$ cat src/rtl/cache_top_core.sv
// Set-associative trace-driven cache model with hit/miss/traffic counters.
// Optional CACHE_CHANGE_DETECT_EN: merge repeated identical requests.
module cache_top_core #(
    parameter int OFFSET_BITS = 6,
    parameter int INDEX_BITS  = 4,
    parameter int ASSOC       = 2
) (
    input  logic        clk,
    input  logic        reset,
    input  logic        write_policy,
    input  logic        replace_policy,
    input  logic [1:0]  inclusion_policy,
    input  logic [47:0] cache_addr,
    input  logic [7:0]  cache_op,
    output logic [11:0] num_reads,
    output logic [11:0] num_writes,
    output logic [11:0] num_misses,
    output logic [11:0] num_hits,
    output logic [31:0] curr_tag,
    output logic [11:0] curr_set
);

    localparam int SETS  = 1 << INDEX_BITS;
    localparam int TAG_W = 48 - OFFSET_BITS - INDEX_BITS;
    localparam int AGE_W = (ASSOC > 1) ? $clog2(ASSOC) : 1;
    localparam int WAY_W = AGE_W;
    localparam logic [7:0] OP_R = 8'h52;
    localparam logic [7:0] OP_W = 8'h57;

    logic             valid_q [SETS][ASSOC];
    logic             dirty_q [SETS][ASSOC];
    logic [TAG_W-1:0] tag_q   [SETS][ASSOC];
    logic [AGE_W-1:0] age_q   [SETS][ASSOC];

    logic [INDEX_BITS-1:0] idx;
    logic [TAG_W-1:0]      tag;
    logic                  is_read;
    logic                  is_write;
    logic                  accept;
    logic                  hit;
    logic                  fill;
    logic [WAY_W-1:0]      hit_way;
    logic [WAY_W-1:0]      victim;
    logic [WAY_W-1:0]      way;
    logic [AGE_W-1:0]      max_age;
    logic [AGE_W-1:0]      old_age;
    logic                  unused_bits;

    assign idx         = cache_addr[OFFSET_BITS +: INDEX_BITS];
    assign tag         = cache_addr[47 -: TAG_W];
    assign is_read     = (cache_op == OP_R);
    assign is_write    = (cache_op == OP_W);
    assign unused_bits = ^{inclusion_policy, cache_addr[OFFSET_BITS-1:0]};

`ifdef CACHE_CHANGE_DETECT_EN
    logic        last_valid;
    logic [55:0] last_req;

    assign accept = (is_read || is_write) &&
                    (!last_valid || ({cache_addr, cache_op} != last_req));
`else
    assign accept = is_read || is_write;
`endif

    function automatic logic [11:0] sat_inc(input logic [11:0] v);
        return (v == 12'hFFF) ? v : v + 12'd1;
    endfunction

    always_comb begin
        hit     = 1'b0;
        hit_way = '0;
        for (int w = 0; w < ASSOC; w++) begin
            if (!hit && valid_q[idx][w] && tag_q[idx][w] == tag) begin
                hit     = 1'b1;
                hit_way = WAY_W'(w);
            end
        end
        // Oldest way first, then override with the lowest invalid way.
        victim  = '0;
        max_age = age_q[idx][0];
        for (int w = 1; w < ASSOC; w++) begin
            if (age_q[idx][w] > max_age) begin
                max_age = age_q[idx][w];
                victim  = WAY_W'(w);
            end
        end
        for (int w = ASSOC - 1; w >= 0; w--) begin
            if (!valid_q[idx][w]) victim = WAY_W'(w);
        end
        way     = hit ? hit_way : victim;
        old_age = age_q[idx][way];
        fill    = !hit && !(is_write && write_policy);
    end

    always_ff @(posedge clk or posedge reset) begin
        if (reset) begin
            for (int s = 0; s < SETS; s++) begin
                for (int w = 0; w < ASSOC; w++) begin
                    valid_q[s][w] <= 1'b0;
                    dirty_q[s][w] <= 1'b0;
                    tag_q[s][w]   <= '0;
                    age_q[s][w]   <= '0;
                end
            end
            num_reads  <= '0;
            num_writes <= '0;
            num_misses <= '0;
            num_hits   <= '0;
            curr_tag   <= '0;
            curr_set   <= '0;
`ifdef CACHE_CHANGE_DETECT_EN
            last_valid <= 1'b0;
            last_req   <= '0;
`endif
        end else if (accept) begin
            curr_tag <= 32'(tag);
            curr_set <= 12'(idx);
`ifdef CACHE_CHANGE_DETECT_EN
            last_valid <= 1'b1;
            last_req   <= {cache_addr, cache_op};
`endif
            if (hit) begin
                num_hits <= sat_inc(num_hits);
                if (is_write) begin
                    if (write_policy) num_writes <= sat_inc(num_writes);
                    else dirty_q[idx][way] <= 1'b1;
                end
            end else begin
                num_misses <= sat_inc(num_misses);
                if (!fill) begin
                    num_writes <= sat_inc(num_writes);
                end else begin
                    num_reads <= sat_inc(num_reads);
                    if (valid_q[idx][way] && dirty_q[idx][way])
                        num_writes <= sat_inc(num_writes);
                    valid_q[idx][way] <= 1'b1;
                    tag_q[idx][way]   <= tag;
                    dirty_q[idx][way] <= is_write;
                end
            end
            // A fill ages every other valid way; an LRU hit ages younger ones.
            if (fill || (hit && !replace_policy)) begin
                for (int w = 0; w < ASSOC; w++) begin
                    if (WAY_W'(w) == way)
                        age_q[idx][w] <= '0;
                    else if (valid_q[idx][w] &&
                             (fill || age_q[idx][w] < old_age))
                        age_q[idx][w] <= age_q[idx][w] + 1'b1;
                end
            end
        end
    end

endmodule

$ cat config.mk
export PLATFORM = sky130hd
export DESIGN_NAME = cache_top_core
export DESIGN_NICKNAME = d
export VERILOG_FILES = /design/src/rtl/cache_top_core.sv
export SDC_FILE = /design/constraint.sdc
export NUM_CORES = 2
export LEC_CHECK = 0
export BUFFER_PORTS_ARGS = -buffer_cell sky130_fd_sc_hd__buf_2
export CORE_MARGIN = 2
export CORE_UTILIZATION = 35
export CTS_BUF_LIST = sky130_fd_sc_hd__clkbuf_8
export DETAILED_ROUTE_END_ITERATION = 12
export SETUP_SLACK_MARGIN = 0.3
export SYNTH_ARGS = -nofsm -noshare
export SYNTH_HDL_FRONTEND = slang
export SYNTH_SLANG_ARGS = --single-unit
$ cat constraint.sdc
create_clock -name clk -period 40.4 [get_ports clk]
set_clock_uncertainty 0.05 [all_clocks]
set_input_delay 2.02 -clock clk [delete_from_list [all_inputs] [get_ports clk]]
set_output_delay 2.02 -clock clk [all_outputs]
set_load 0.01 [all_outputs]
==> impl_metrics.json <==
{
  "status": "finished, final reports clean",
  "vias": 41200,
  "cts_setup_buffers": 0,
  "multi_input_area_um2": 29100,
  "peakVddDrop_v": 0.0000211,
  "fill_cells": 17600,
  "clk_pin_slew_ns": 0.06,
  "drc": 0,
  "slew_headroom_pct": 13.2,
  "whs_ns": 0.414,
  "fin_setup_tns_ns": 0,
  "async_flop_share_pct": 100,
  "max_freq_ghz": 0.0921,
  "finalWorstSetupSlack_ns": 29.55,
  "worst_pin_slew_ns": 1.30,
  "grt_pass1_wl_um": 294000,
  "wirelength_um": 201000,
  "drtIter0Drc": 3224,
  "synth_edf_count": 0,
  "dp_hpwl_um": 117000,
  "ctsResizeCount": 0,
  "cts_buffers": 227,
  "drv_cap": 0,
  "pre_cts_ws_ns": 28.59,
  "power.static_leakage_nw": 36.3,
  "cts_sinks": 1396,
  "p_sw_share_pct": 25.2,
  "fin_crit_sh_pct": 26.9,
  "grt_pass1_vias": 42000,
  "endpoint_kind": "flop",
  "clock_latency_ns": 0.98,
  "ys_seq_area_share_pct": 52.6,
  "rsz0062_at_grt": "false",
  "grt_usage_pct": 20.6,
  "cp_cell_sequence": "buf_8, buf_4, buf_4, buf_4, buf_4, buf_4, mux4_2, mux2i_1, xnor2_1, o31ai_2, or4b_2, or4b_1, o21ai_2, and3b_1, nand2_4, buf_4, mux2_2",
  "antenna_found_initial": 12,
  "grt_max_degree": 174,
  "power_frac_seq_pct": 48.9,
  "synth_seq_cells": 1396,
  "p_int_mw": 2.17,
  "io_pins": 154,
  "cts_root_buf": "clkbuf_8",
  "power.net_switching_mw": 0.734,
  "die_h_um": 439,
  "crit_fanout": 53,
  "fp.dieW_um": 439,
  "seq_area_um2": 34900,
  "crit_top_cell": "buf_4",
  "min_path_type": "flop to flop",
  "slowest_delay_ns": 0.81,
  "firstDrtPassIters": 5,
  "powerDensity_nw_per_um2": 39.4,
  "hold_violations": 0,
  "finalMaxSlewViolations": 0,
  "synth_simple_gate_area_share_pct": 3.88,
  "setup_viol": 0,
  "wl_per_cell_um": 27.3,
  "via_per_inst": 5.59,
  "synthMuxAreaShare_pct": 34.1,
  "cp.required_ns": 41.15,
  "synth_xor_area_share_pct": 1.46,
  "power.clock.fraction_pct": 44.7,
  "synth_warnings": 0,
  "dpl_cell_area_um2": 68900,
  "gp_congestion": 0.884,
  "synthAdderAreaFrac_pct": 0.0754,
  "start_util_pct": 35.3,
  "area_growth_pct": 11.1,
  "core_um2": 188000,
  "path_class": "input pin to flop",
  "synthCells": 4663,
  "avgSynthCellArea_um2": 14.2,
  "synth_compound_area_share_pct": 3.92,
  "die_area_um2": 193000,
  "port_buffers": 137,
  "crit_slowest_cell": "buf_4",
  "design_area_um2": 73700,
  "drive_gt1_share_pct": 45.1,
  "pwr-share-comb_pct": 6.4,
  "htree_levels": 4,
  "drtAntennaViolNets": 0,
  "cp.arrival_ns": 11.61,
  "overflow": 0,
  "yosysUniqueCellTypes": 85,
  "cts_tree": "yes",
  "rows": 159,
  "syn-cell-area_um2": 66400,
  "clock_path_buffers": 3,
  "synth_top_family_by_area": "multiplexers",
  "start_kind": "input pin",
  "synth_top_flop_cell": "dfrtp_1",
  "fin_nets": 4751,
  "post-route-min-period_ns": 10.85,
  "cts_hold_buffers": 0
}
-- metal layers --
| layer | global-route usage (%) | vias up | wire length (µm) |
|---|---|---|---|
| li1 | - | 17200 | - |
| met1 | 28.3 | 22200 | 88600 |
| met2 | 32.5 | 1367 | 93300 |
| met3 | 3.46 | 400 | 11000 |
| met4 | 8.46 | 6 | 8060 |
| met5 | 0 | - | 34 |
-- metrics by stage --
| stage | util, % | cells | power [mW] |
|---|---|---|---|
| after floorplan | - | 4670 | 1.57 |
| after global placement | 36.6 | 6951 | 1.63 |
| after detailed placement | 36.6 | 6951 | 1.63 |
| after CTS | 39.2 | 7369 | 2.94 |
| after global routing | 39.2 | 7371 | 3.02 |
| final | 39.2 | 7371 | 2.91 |
-- worst max-delay path: cells and delay by family --
kind | cells | cell delay, ns
AND/OR/NAND/NOR | 4 | 2.51
multiplexers | 3 | 1.15
XOR/XNOR | 1 | 0.12
buffers and inverters | 7 | 4.35
AO/OA/AOI/OAI | 2 | 1.25
-- area by class of cell --
| cell class | instances | share of cell area (%) |
|---|---|---|
| diodes | 2 | 0.00679 |
| clock buffers | 299 | 5.58 |
| clock inverters | 119 | 1.03 |
| inverters | 50 | 0.265 |
| multi-input cells | 2780 | 39.5 |
| flip-flops and latches | 1396 | 47.4 |
| well taps | 2495 | 4.23 |
| repair buffers | 230 | 2.01 |
-- worst paths after layout --
check / start / to / slack [ns] / cells past startpoint
max: cache_addr[7] / tag_q[1105]$_DFFE_PP0P_ / 29.55 / 17
min: valid_q[17]$_DFFE_PP0P_ / valid_q[17]$_DFFE_PP0P_ / 0.41 / 1
max reg2reg: tag_q[46]$_DFFE_PP0P_ / tag_q[1105]$_DFFE_PP0P_ / 33.87 / 12
min reg2reg: valid_q[17]$_DFFE_PP0P_ / valid_q[17]$_DFFE_PP0P_ / 0.41 / 1
max in group asynchronous: reset / tag_q[358]$_DFFE_PP0P_ / 35.30 / 6
min in group asynchronous: reset / age_q[16]$_DFFE_PP0P_ / 1.14 / 2
-- cells in the final DEF, fill, tap and decap left out, types with 9 or more instances in the layout --
cell / n
mux2i_1: 221
clkbuf_8: 299
nor4_1: 10
a22o_1: 9
and2_1: 13
xnor2_1: 71
inv_1: 117
nor3_1: 24
o211ai_1: 12
mux2_2: 1287
buf_4: 89
and3_1: 19
nand2b_1: 24
nand2_1: 150
clkinv_2: 25
mux2_1: 11
or2_2: 21
xor2_1: 40
nand3_1: 45
a221oi_1: 14
nand4_1: 22
mux4_2: 259
o22ai_1: 29
nor2_4: 9
buf_2: 133
a22oi_1: 46
or3_1: 11
o21ai_0: 47
dfrtp_1: 1396
nor2b_1: 13
a21oi_1: 92
a31oi_1: 11
nand2_4: 11
nor2_1: 77
o221ai_1: 25
-- sequential cells by signal (all words and copies together), names as in the netlist --
signal      flops
num_reads      12
num_writes     12
tag_q        1216
num_misses     12
valid_q        32
dirty_q        32
curr_set        4
curr_tag       32
num_hits       12
age_q          32
-- cell families (layout without fill, tap and decap cells) --
family	after synthesis	in the layout
compound gates	375	375
xor+xnor	111	111
fa+ha+maj	4	4
buf+inv	494	698
flops	1396	1396
mux	1778	1778
other cells	1	10
simple gates	504	504
-- power by group through the flow --
stage / Clock [mW] / Combinational [mW] / Sequential (mW)
6_report: 1.30 / 0.186 / 1.42
5_1_grt: 1.40 / 0.200 / 1.42
4_1_cts: 1.33 / 0.188 / 1.42
3_5_place_dp: 0 / 0.187 / 1.45
3_3_place_gp: 0 / 0.185 / 1.45
2_1_floorplan: 0 / 0.118 / 1.45
-- cell usage after synthesis, types with 5 or more instances --
cell / n / area share, %
a22o_1: 9 / 0.12
nand2b_1: 24 / 0.23
nor4bb_1: 8 / 0.12
buf_1: 15 / 0.085
xnor2_1: 71 / 0.94
nand3_1: 50 / 0.38
a2bb2oi_1: 6 / 0.079
mux2_1: 11 / 0.19
inv_1: 46 / 0.26
o2111ai_1: 8 / 0.11
buf_4: 61 / 0.69
nand4_1: 22 / 0.21
nor3_1: 25 / 0.19
or4_1: 5 / 0.057
o31ai_1: 5 / 0.057
mux4_2: 259 / 8.8
nand2_2: 10 / 0.094
mux2_2: 1287 / 22
and3_1: 19 / 0.18
a31oi_1: 11 / 0.10
nor2b_1: 15 / 0.14
or3_1: 11 / 0.10
nor2_1: 84 / 0.48
and4_1: 8 / 0.11
a211oi_1: 8 / 0.090
nor4_1: 10 / 0.094
a22oi_1: 46 / 0.52
clkbuf_1: 193 / 1.1
buf_2: 131 / 0.99
o22ai_1: 29 / 0.27
mux2i_1: 221 / 3.3
o32ai_1: 5 / 0.066
a21oi_1: 92 / 0.69
and2_1: 20 / 0.19
dfrtp_1: 1396 / 53
buf_6: 44 / 0.75
a2111oi_0: 7 / 0.092
o221ai_1: 25 / 0.33
o211ai_1: 12 / 0.14
or2_2: 21 / 0.20
a221oi_1: 14 / 0.18
nand2_1: 151 / 0.85
xor2_1: 40 / 0.53
o21ai_0: 47 / 0.35
Note: power is estimated with default switching activity, not from simulation.
